[src/rtl/drive_mask_sequencer.sv]
// Drive-mask sequencer: queues gate commands in a small FIFO and emits per-bank instruction beats.
// Define DRIVE_MASK_SEQ_ZCORR_EN to add the Z-correction beat after every gate beat.
module drive_mask_sequencer #(
    parameter int NUM_GROUP          = 2,
    parameter int NUM_BANK_PER_GROUP = 4,
    parameter int NUM_QUBIT_PER_BANK = 4,
    parameter int START_TIME_WIDTH   = 16,
    parameter int PHASE_WIDTH        = 10,
    parameter int NUM_PHASE          = 8,
    parameter int FIFO_DEPTH         = 4,
    parameter logic [PHASE_WIDTH-1:0] Y_INST = 10'h100,
    localparam int NUM_BANK  = NUM_GROUP * NUM_BANK_PER_GROUP,
    localparam int NUM_QUBIT = NUM_BANK * NUM_QUBIT_PER_BANK,
    localparam int SEL_WIDTH = (NUM_PHASE > 1) ? $clog2(NUM_PHASE) : 1,
    localparam int IW        = START_TIME_WIDTH + PHASE_WIDTH + 1 + NUM_QUBIT_PER_BANK,
    localparam int CNT_WIDTH = $clog2(FIFO_DEPTH) + 1
) (
    input  logic                             clk,
    input  logic                             rst,
    input  logic                             in_valid,
    output logic                             in_ready,
    input  logic [START_TIME_WIDTH-1:0]      start_time_in,
    input  logic [SEL_WIDTH-1:0]             bs_select_in,
    input  logic [NUM_QUBIT-1:0]             mask_in,
    input  logic [NUM_PHASE*PHASE_WIDTH-1:0] phase_table_in,
    input  logic                             out_stall,
    output logic [NUM_BANK*IW-1:0]           inst_out,
    output logic [NUM_BANK-1:0]              inst_wr_en_out,
    output logic                             busy,
    output logic [CNT_WIDTH-1:0]             fifo_count
);
    localparam int PTR_WIDTH   = $clog2(FIFO_DEPTH);
    localparam int ENTRY_WIDTH = START_TIME_WIDTH + SEL_WIDTH + NUM_QUBIT;

`ifdef DRIVE_MASK_SEQ_ZCORR_EN
    typedef enum logic [1:0] {IDLE = 2'd0, GATE = 2'd1, ZCORR = 2'd2} state_t;
`else
    typedef enum logic [1:0] {IDLE = 2'd0, GATE = 2'd1} state_t;
`endif

    state_t state_reg, state_next;

    // ---------------- command FIFO ----------------
    logic [ENTRY_WIDTH-1:0]      fifo_mem [FIFO_DEPTH];
    logic [PTR_WIDTH-1:0]        wr_ptr_reg;
    logic [PTR_WIDTH-1:0]        rd_ptr_reg;
    logic [CNT_WIDTH-1:0]        count_reg;
    logic                        push;
    logic                        pop;
    logic                        fifo_nonempty;
    logic [START_TIME_WIDTH-1:0] head_time;
    logic [SEL_WIDTH-1:0]        head_sel;
    logic [NUM_QUBIT-1:0]        head_mask;
    logic [PHASE_WIDTH-1:0]      head_phase;

    // Readiness depends only on the registered count, so a same-cycle pop never frees a slot early.
    assign in_ready      = (count_reg != CNT_WIDTH'(FIFO_DEPTH));
    assign fifo_nonempty = (count_reg != '0);
    assign push          = in_valid && in_ready;
    assign {head_time, head_sel, head_mask} = fifo_mem[rd_ptr_reg];

    always_ff @(posedge clk) begin
        if (push) begin
            fifo_mem[wr_ptr_reg] <= {start_time_in, bs_select_in, mask_in};
        end
    end

    always_ff @(posedge clk or posedge rst) begin
        if (rst) begin
            wr_ptr_reg <= '0;
            rd_ptr_reg <= '0;
            count_reg  <= '0;
        end else begin
            if (push) wr_ptr_reg <= wr_ptr_reg + PTR_WIDTH'(1);
            if (pop)  rd_ptr_reg <= rd_ptr_reg + PTR_WIDTH'(1);
            if (push && !pop) begin
                count_reg <= count_reg + CNT_WIDTH'(1);
            end else if (!push && pop) begin
                count_reg <= count_reg - CNT_WIDTH'(1);
            end
        end
    end

    // ---------------- phase table lookup ----------------
    logic [PHASE_WIDTH-1:0] phase_entry [NUM_PHASE];

    generate
        for (genvar gi = 0; gi < NUM_PHASE; gi++) begin : g_phase
            assign phase_entry[gi] = phase_table_in[gi*PHASE_WIDTH +: PHASE_WIDTH];
        end
    endgenerate

    assign head_phase = (int'(head_sel) < NUM_PHASE) ? phase_entry[head_sel] : phase_entry[0];

    // ---------------- beat construction ----------------
    logic [NUM_BANK*IW-1:0] inst_reg, inst_next, gate_inst;
    logic [NUM_BANK-1:0]    wr_en_reg, wr_en_next, gate_wr;
`ifdef DRIVE_MASK_SEQ_ZCORR_EN
    logic [NUM_BANK*IW-1:0] zcorr_inst;
`endif

    generate
        for (genvar gi = 0; gi < NUM_BANK; gi++) begin : g_bank
            logic [NUM_QUBIT_PER_BANK-1:0] bank_mask;
            assign bank_mask            = head_mask[gi*NUM_QUBIT_PER_BANK +: NUM_QUBIT_PER_BANK];
            assign gate_inst[gi*IW +: IW] = {head_time, head_phase, 1'b0, bank_mask};
            assign gate_wr[gi]          = |bank_mask;
`ifdef DRIVE_MASK_SEQ_ZCORR_EN
            // The Z-correction beat reuses the time and mask already sitting in the output register.
            assign zcorr_inst[gi*IW +: IW] = {inst_reg[gi*IW + IW - 1 -: START_TIME_WIDTH], Y_INST, 1'b1,
                                              inst_reg[gi*IW +: NUM_QUBIT_PER_BANK]};
`endif
        end
    endgenerate

    // ---------------- FSM ----------------
    logic advance;

    always_comb begin
        state_next = state_reg;
        inst_next  = inst_reg;
        wr_en_next = wr_en_reg;
        pop        = 1'b0;
        advance    = 1'b0;
        case (state_reg)
            IDLE:    advance = fifo_nonempty;
`ifdef DRIVE_MASK_SEQ_ZCORR_EN
            GATE: begin
                if (!out_stall) begin
                    state_next = ZCORR;
                    inst_next  = zcorr_inst;
                end
            end
            ZCORR:   advance = !out_stall;
`else
            GATE:    advance = !out_stall;
`endif
            default: state_next = IDLE;
        endcase
        if (advance) begin
            if (fifo_nonempty) begin
                pop        = 1'b1;
                state_next = GATE;
                inst_next  = gate_inst;
                wr_en_next = gate_wr;
            end else begin
                state_next = IDLE;
                inst_next  = '0;
                wr_en_next = '0;
            end
        end
    end

    always_ff @(posedge clk or posedge rst) begin
        if (rst) begin
            state_reg <= IDLE;
            inst_reg  <= '0;
            wr_en_reg <= '0;
        end else begin
            state_reg <= state_next;
            inst_reg  <= inst_next;
            wr_en_reg <= wr_en_next;
        end
    end

    assign inst_out       = inst_reg;
    assign inst_wr_en_out = wr_en_reg;
    assign fifo_count     = count_reg;
    assign busy           = (state_reg != IDLE) || fifo_nonempty;

endmodule

[config.mk]
export PLATFORM = sky130hd
export DESIGN_NAME = drive_mask_sequencer
export DESIGN_NICKNAME = d
export VERILOG_FILES = /design/src/rtl/drive_mask_sequencer.sv
export SDC_FILE = /design/constraint.sdc
export NUM_CORES = 1
export LEC_CHECK = 0
export ABC_AREA = 1
export CAP_MARGIN = 30
export CORE_MARGIN = 1
export CORE_UTILIZATION = 40
export DETAILED_ROUTE_END_ITERATION = 10
export HOLD_SLACK_MARGIN = 0.03
export PLACE_DENSITY = 0.7
export SLEW_MARGIN = 15
export SYNTH_ARGS = -nofsm -noshare
export SYNTH_HDL_FRONTEND = slang
export SYNTH_SLANG_ARGS = --single-unit
[constraint.sdc]
create_clock -name clk -period 4 [get_ports clk]
set_input_delay 0.6 -clock clk [delete_from_list [all_inputs] [get_ports clk]]
set_output_delay 0.6 -clock clk [all_outputs]
set_load 0.05 [all_outputs]
* After elaboration in Yosys (flattened, before gate mapping)
Memories as Yosys holds them, arrays and structs flattened.
Index checks and enable logic that the tools add are counted.
** Operators by class
- Reductions and logical operators :: 20
- Bitwise gates (word level) :: 1
- Shift operators :: 0
- Add/subtract/negate cells :: 4
- Muxes and demuxes :: 15
- Equality and inequality tests :: 3
- Divide/modulo/power cells :: 0
- Magnitude comparators :: 1
- Multiply operators :: 0
** Operators by type and width (number)
- 248-bit two-way mux :: 1
- 4-bit OR reduction :: 8
- 10-bit binary-select mux with 3-bit select :: 1
- 10-bit two-way mux :: 2
- 8-bit two-way mux :: 1
- 3-bit two-way mux :: 2
- 1-bit two-way mux :: 5
- 2-bit by 1-bit adder with 2-bit output, second input constant :: 2
- 4-bit greater-or-equal comparator, second input constant :: 1
- 2-bit two-way mux :: 2
- 3-bit NOT with 4-bit output :: 1
- 2-bit nonzero test :: 2
- 3-bit by 1-bit adder with 3-bit output, second input constant :: 1
- 1-bit logical AND :: 3
- 1-bit logical NOT :: 3
- 3-bit != test, second input constant :: 1
- 3-bit nonzero test :: 1
- 3-bit by 1-bit subtractor with 3-bit output, second input constant :: 1
- 2-bit by 1-bit == test with 1-bit output, second input constant :: 1
- 2-bit logical NOT :: 1
- 2-bit by 1-bit != test with 1-bit output, second input constant :: 1
- 1-bit one-hot mux with 2 select lines :: 1
- 2-bit OR reduction :: 1
- 1-bit logical OR :: 1
** Storage, ports and cells
- Memory bits (read-only) :: 0
- Bits of input ports :: 135
- Memories :: 1
- RAM bits :: 204
- Bits in latches :: 0
- Register bits :: 265
** Memory list
- fifo_mem :: depth 4, width 51, read ports 1, clocked after Yosys merged registers in 0, wr ports 1, line 44 : logic [ENTRY_WIDTH-1:0] fifo_mem [FIFO_DEPTH];

* Longest topological paths before layout
Gate-level depths: netlist of the first run.
- Depth after elaboration :: 6
- Depth in mapped cells :: 11
- Mapped depth without buffers :: 10

* Least setup slack after synthesis of the first run
OpenSTA, ideal clock, no wires.
- Path type :: reg2reg
- Start point :: register count_reg[0], in the netlist fifo_count[0]
- End point :: memory fifo_mem[0][0] (netlist name), enable pin
- Setup time :: 460 ps
- Period minus slack after synthesis :: 4074 ps
- Data arrival time :: 3614 ps
- Slack :: -74 ps
- Stages on the path, launching flop included :: 5
- Cells stage by stage :: dfrtp_1 > nor2_1 > nand2_1 > nand2_1 > nor2_1
** Between the ends
- Word-level cells in the longest chain between the ends :: 4
** RTL lines
- start, declared :: line 47 : logic [CNT_WIDTH-1:0] count_reg;
- start signal, assigned :: line 77 : count_reg <= count_reg + CNT_WIDTH'(1);
- start signal, assigned :: line 79 : count_reg <= count_reg - CNT_WIDTH'(1);
- 3-bit != test :: line 57 : assign in_ready = (count_reg != CNT_WIDTH'(FIFO_DEPTH));
- net in_ready :: line 21 : output logic in_ready,
- 1-bit logical AND :: line 59 : assign push = in_valid && in_ready;
- 1-bit two-way mux :: line 63 : if (push) begin
- 1-bit two-way mux (not written as such) :: line 64 : fifo_mem[wr_ptr_reg] <= {start_time_in, bs_select_in, mask_in};
- end, declared :: line 44
The timed path passes the listed nets, and every way through them passes these cells.

* Worst setup path in the final report of the first run
- Start point :: register count_reg[0], in the netlist fifo_count[0]
- End point :: output busy
** Between the ends
- Word-level cells in the longest chain between the ends :: 2
** RTL lines
- 3-bit nonzero test :: line 58 : assign fifo_nonempty = (count_reg != '0);
- 1-bit logical OR :: line 169 : assign busy = (state_reg != IDLE) || fifo_nonempty;
- end, declared :: line 29 : output logic busy,
No other way between the ends.

==> flow_metrics.py, run 1 <==
metrics = {
    "sta": {
        "finalCriticalPeriod_ns": 2.742,
        "hold_viol": 0,
        "relSlewSlack_pct": 38.92,
        "tightest_slew_ns": 0.9149,
        "fmax_mhz": 364.7,
        "fin_skew_ns": 0.01457,
        "setup_viol_count_final": 0,
        "setup_tns_ns": 0,
        "drv_slew": 0,
        "rsz0062_at_grt": "false",
        "fin_crit_sh_pct": 68.55,
    },
    "finish": {
        "largest_register": "fifo_mem",
        "largest_reg_flops": 204,
        "multiInputGateArea_um2": 3013,
        "area_growth_syn_to_layout_pct": 29.57,
        "final_common_cell": "clkdlybuf4s50_1",
        "drive_gt1_share_pct": 5.512,
        "final_cell_mix": "clkdlybuf4s50_1 (387), edfxtp_1 (204), nand2_1 (188), nor2_1 (103), o21ai_0 (90)",
        "nets": 1534,
        "layout.area.seq_um2": 7983,
        "fin_area_um2": 16850,
        "final_cells": 1852,
        "fillers": 2665,
    },
    "setup_path": {
        "crit_arrival_ns": 2.14,
        "startpoint_type": "register",
        "cp_max_fo": 4,
        "slowest_stage": "clkdlybuf4s50_1",
        "crit_buf_inv": 1,
        "worst-setup-path-type": "register to output pin",
        "cp-end-kind": "output pin",
        "critical_path.cell_chain": "nor2_1 > nand2_1 > or2_1 > clkdlybuf4s50_1",
        "worstPathRequired_ns": 3.40,
        "critPathMaxStageDelay_ns": 0.71,
        "path_delay_family": "buffers and inverters",
    },
    "logic_synthesis": {
        "netlist_area_um2": 13000,
        "synthCells": 1206,
        "synth_top_cell_area_share_pct": 47.10,
        "seq_area_frac_synth_pct": 61.34,
        "yosysTopAreaCell": "edfxtp_1",
        "ys_top_cells_by_area": "edfxtp_1 (47%), dfrtp_1 (14%), buf_4 (11%)",
        "avgSynthCellArea_um2": 10.78,
        "synth_warnings": 0,
        "synthDistinctLibCells": 29,
        "ys_ff_latch": 278,
    },
    "place": {
        "place_hpwl_um": 21180,
        "numPortBuffers": 387,
        "gp_congestion": 0.8529,
        "place_area_um2": 15820,
        "dpl.cell_count": 1797,
    },
    "global_routing": {
        "overflow": 0,
        "grt_pass1_wl_um": 49520,
        "grt_start_max_net_pins": 97,
        "grt_pass1_vias": 8639,
        "antenna_found_initial": 2,
        "grt_usage_pct": 19.00,
    },
    "clock_tree": {
        "post_cts_buffers": 0,
        "cts_buffers": 28,
        "clkSinkCount": 278,
        "path_clk_slew_ns": 0.06,
        "cts_hold_buf": 0,
        "clk_latency_ns": 0.54,
        "cts_tree": "built",
        "ctsResizeCount": 0,
        "cts_max_level": 1,
        "root_buffer": "clkbuf_16",
        "clock_path_buffers": 3,
    },
    "floorplan": {
        "dieArea_um2": 33240,
        "fp.dieW_um": 182.3,
        "rows": 65,
        "dieHeight_um": 182.3,
        "start_util_pct": 40.90,
        "core_area_um2": 31800,
        "io_pins": 396,
    },
    "status": {
        "status": "finished, final reports clean",
    },
    "routing": {
        "first_pass_iters": 5,
        "detail-route-antenna-nets": 0,
        "drc_errors": 0,
        "vias_per_cell": 4.920,
        "first_iter_violations": 528,
        "wl_per_cell_um": 17.48,
        "drt_wl_total_um": 32370,
        "vias": 9111,
    },
    "worst_hold_path": {
        "min_path_type": "input pin to asynchronous set/reset pin",
    },
    "job": {
        "maxCapViolCount": 0,
    },
}
cell type report:
| type | instances | share of cell area [%] |
|---|---|---|
| flip-flops and latches | 278 | 47.38 |
| repair buffers | 403 | 23.94 |
| multi-input cells | 612 | 17.88 |
| clock buffers | 36 | 4.574 |
| well taps | 435 | 3.230 |
| inverters | 70 | 1.604 |
| clock inverters | 16 | 1.366 |
| diodes | 2 | 0.02970 |
layer usage:
layer	share of wire (%)	track usage [%]	vias up
met5	0	0	-
met4	2.4	5.882	0
met3	6.0	2.654	51
met2	50	33.12	383
met1	41	24.48	4389
li1	-	-	4288
Yosys cell counts:
master    instances
edfxtp_1        204
buf_4           199
nand2_1         189
nor2_1          107
o21ai_0          90
nand3_1          89
dfrtp_1          74
inv_1            67
o22ai_1          46
nand3b_1         33
buf_2            27
a22o_1           18
clkbuf_1         16
buf_6            10
o21ai_1          10
ha_1              5
a21oi_1           4
nand4_1           3
xor2_1            3
inv_4             2
nand3_2           2
buf_1             1
conb_1            1
fa_1              1
inv_2             1
mux2_2            1
nand2_2           1
or2_1             1
xnor2_1           1
per-stage QoR:
step	hold WS [ns]	setup slack (ns)	utilization, %
6_report	0.3775	1.258	52.99
3_3_place_gp	0.4677	1.297	49.65
2_1_floorplan	0.4785	-0.07360	-
5_1_grt	0.4119	1.184	52.98
3_5_place_dp	0.4636	1.303	49.74
4_1_cts	0.3734	1.226	52.89
cells by family (layout without fill, tap and decap cells):
family | count (synthesis) | count (layout) | synth area share (%)
multiplexers | 1 | 1 | 0.08658
AND/OR/NAND/NOR | 425 | 425 | 14.27
XOR/XNOR | 4 | 4 | 0.2694
flip-flops | 278 | 278 | 61.34
adder cells (fa/ha/maj) | 6 | 6 | 0.6350
AO/OA/AOI/OAI | 168 | 168 | 7.427
other | 1 | 10 | 0.02884
buffers and inverters | 323 | 525 | 15.94
final timing paths:
kind / to / start / cells after the start / slack [ns]
worst min-delay path: inst_out[241] / rst / 2 / 0.38
worst max register to register: inst_out[224] / rd_ptr_reg[1] / 9 / 1.46
worst max-delay path: busy / fifo_count[0] / 4 / 1.26
worst min register to register: inst_out[3] / inst_out[3] / 2 / 0.48
min in group clk: inst_out[3] / inst_out[3] / 2 / 0.48
max in group asynchronous: rd_ptr_reg[0] / rst / 3 / 2.94
Power of run 1 is left out: the tool's default activity adds up to more than one toggle a clock period on the data nets, which glitch-free logic cannot reach.
==> inputs of run 2 (changes only) <==
Clock period 4 ns to 2.8 ns, I/O delays scaled along.
==> flow_metrics.py, run 2 (synthesis gave the netlist of run 1 again) <==
metrics = {
    "clock_tree": {
        "clkSinkCount": 278,
        "root_buffer": "clkbuf_16",
        "path_clk_slew_ns": 0.06,
        "post_cts_buffers": 0,
        "cts_buffers": 29,
        "clk_latency_ns": 0.54,
        "ctsResizeCount": 0,
        "cts_tree": "built",
        "cts_hold_buf": 0,
        "clock_path_buffers": 3,
        "cts_max_level": 1,
    },
    "finish": {
        "drive_gt1_share_pct": 5.556,
        "final_cell_mix": "clkdlybuf4s50_1 (387), edfxtp_1 (204), nand2_1 (188), nor2_1 (103), o21ai_0 (90)",
        "fillers": 2716,
        "largest_reg_flops": 204,
        "antennaDiodeCount": 0,
        "largest_register": "fifo_mem",
        "layout.area.seq_um2": 7983,
        "nets": 1540,
        "area_growth_syn_to_layout_pct": 29.53,
        "multiInputGateArea_um2": 3013,
        "final_common_cell": "clkdlybuf4s50_1",
    },
    "worst_hold_path": {
        "min_path_type": "input pin to asynchronous set/reset pin",
    },
    "sta": {
        "setup_tns_ns": 0,
        "fin_skew_ns": 0.02195,
        "hold_viol": 0,
        "drv_slew": 0,
        "fin_crit_sh_pct": 91.20,
        "fmax_mhz": 391.6,
        "finalCriticalPeriod_ns": 2.554,
        "tightest_slew_ns": 0.7203,
        "relSlewSlack_pct": 51.81,
        "setup_viol_count_final": 0,
        "rsz0062_at_grt": "false",
    },
    "floorplan": {
        "io_pins": 396,
        "core_area_um2": 31800,
        "fp.dieW_um": 182.3,
        "dieArea_um2": 33240,
        "dieHeight_um": 182.3,
        "start_util_pct": 40.90,
        "rows": 65,
    },
    "routing": {
        "first_iter_violations": 577,
        "detail-route-antenna-nets": 0,
        "wl_per_cell_um": 17.32,
        "vias_per_cell": 4.888,
        "first_pass_iters": 5,
        "drt_wl_total_um": 32170,
        "vias": 9077,
        "drc_errors": 0,
    },
    "global_routing": {
        "grt_start_max_net_pins": 100,
        "grt_pass1_vias": 8668,
        "met2_usage_pct": 32.97,
        "antenna_found_initial": 1,
        "overflow": 0,
        "met1_usage_pct": 24.63,
        "grt.met3_usage_pct": 3.393,
        "grt_pass1_wl_um": 49490,
        "busiest_layer": "met2",
        "grt_usage_pct": 19.07,
    },
    "setup_path": {
        "cp_max_fo": 4,
        "crit_buf_inv": 1,
        "critPathMaxStageDelay_ns": 0.71,
        "path_delay_family": "buffers and inverters",
        "cp-end-kind": "output pin",
        "startpoint_type": "register",
        "crit_arrival_ns": 2.13,
        "worst-setup-path-type": "register to output pin",
        "critical_path.cell_chain": "nor2_1 > nand2_1 > or2_1 > clkdlybuf4s50_1",
        "worstPathRequired_ns": 2.38,
        "slowest_stage": "clkdlybuf4s50_1",
    },
    "place": {
        "gp_congestion": 0.8398,
        "place_hpwl_um": 21540,
        "numPortBuffers": 387,
    },
    "status": {
        "status": "finished, final reports clean",
    },
    "job": {
        "maxCapViolCount": 0,
    },
}
## run 2: cell types whose count changed in the layout (fill, tap and decap cells not counted), sizes merged
| cell | delta |
|---|---|
| clkinvlp | -1 |
| clkbuf | +8 |
| bufinv | -5 |
| diode | -2 |
| buf | +5 |
## run 2: worst reg2reg max path: stages (launching register included)
cell,delay [ns]
dfrtp_4,0.50
buf_12,0.35
nand2_1,0.10
nand3_1,0.09
nand2_1,0.27
inv_1,0.40
nand3_1,0.12
nand3_1,0.11
nand2_1,0.06
## run 2: metrics by stage
stage | utilization (%) | setup WS, ns | std cells | hold slack (ns) | instance area [um2]
2_1_floorplan | - | -0.4822 | 1213 | 0.4785 | 13040
3_3_place_gp | 50.13 | 0.4810 | 1803 | 0.4654 | 15940
3_5_place_dp | 50.13 | 0.5160 | 1803 | 0.4640 | 15940
4_1_cts | 52.97 | 0.2085 | 1857 | 0.3517 | 16840
5_1_grt | 52.97 | 0.1507 | 1857 | 0.3657 | 16840
6_report | 52.97 | 0.2465 | 1857 | 0.3335 | 16840
## run 2: layer usage
metal / vias to the layer above / share of wire [%] / wire length [um]
li1: 4292 / - / -
met1: 4370 / 42 / 13450
met2: 364 / 49 / 15860
met3: 49 / 6.6 / 2132
met4: 2 / 2.2 / 717
met5: - / 0.040 / 13
## run 2: path summary, 6_finish.rpt
path | from | end | slack (ns) | cells past startpoint
max in group asynchronous | rst | inst_out[93] | 1.83 | 3
min in group clk | inst_out[34] | inst_out[34] | 0.48 | 2
worst max-delay path | fifo_count[0] | busy | 0.25 | 4
worst max register to register | rd_ptr_reg[0] | inst_out[227] | 0.67 | 8
worst min-delay path | rst | inst_out[96] | 0.33 | 2
worst min register to register | inst_out[34] | inst_out[34] | 0.48 | 2
## run 2: layout make-up
type	instances	area share [%]
clock buffer	44	4.939
sequential	278	47.39
tap	435	3.231
timing repair buffer	408	24.53
inverter	70	1.604
multi-input combinational	612	17.89
clock inverter	10	0.4234
Power of run 2 is left out for the same reason.
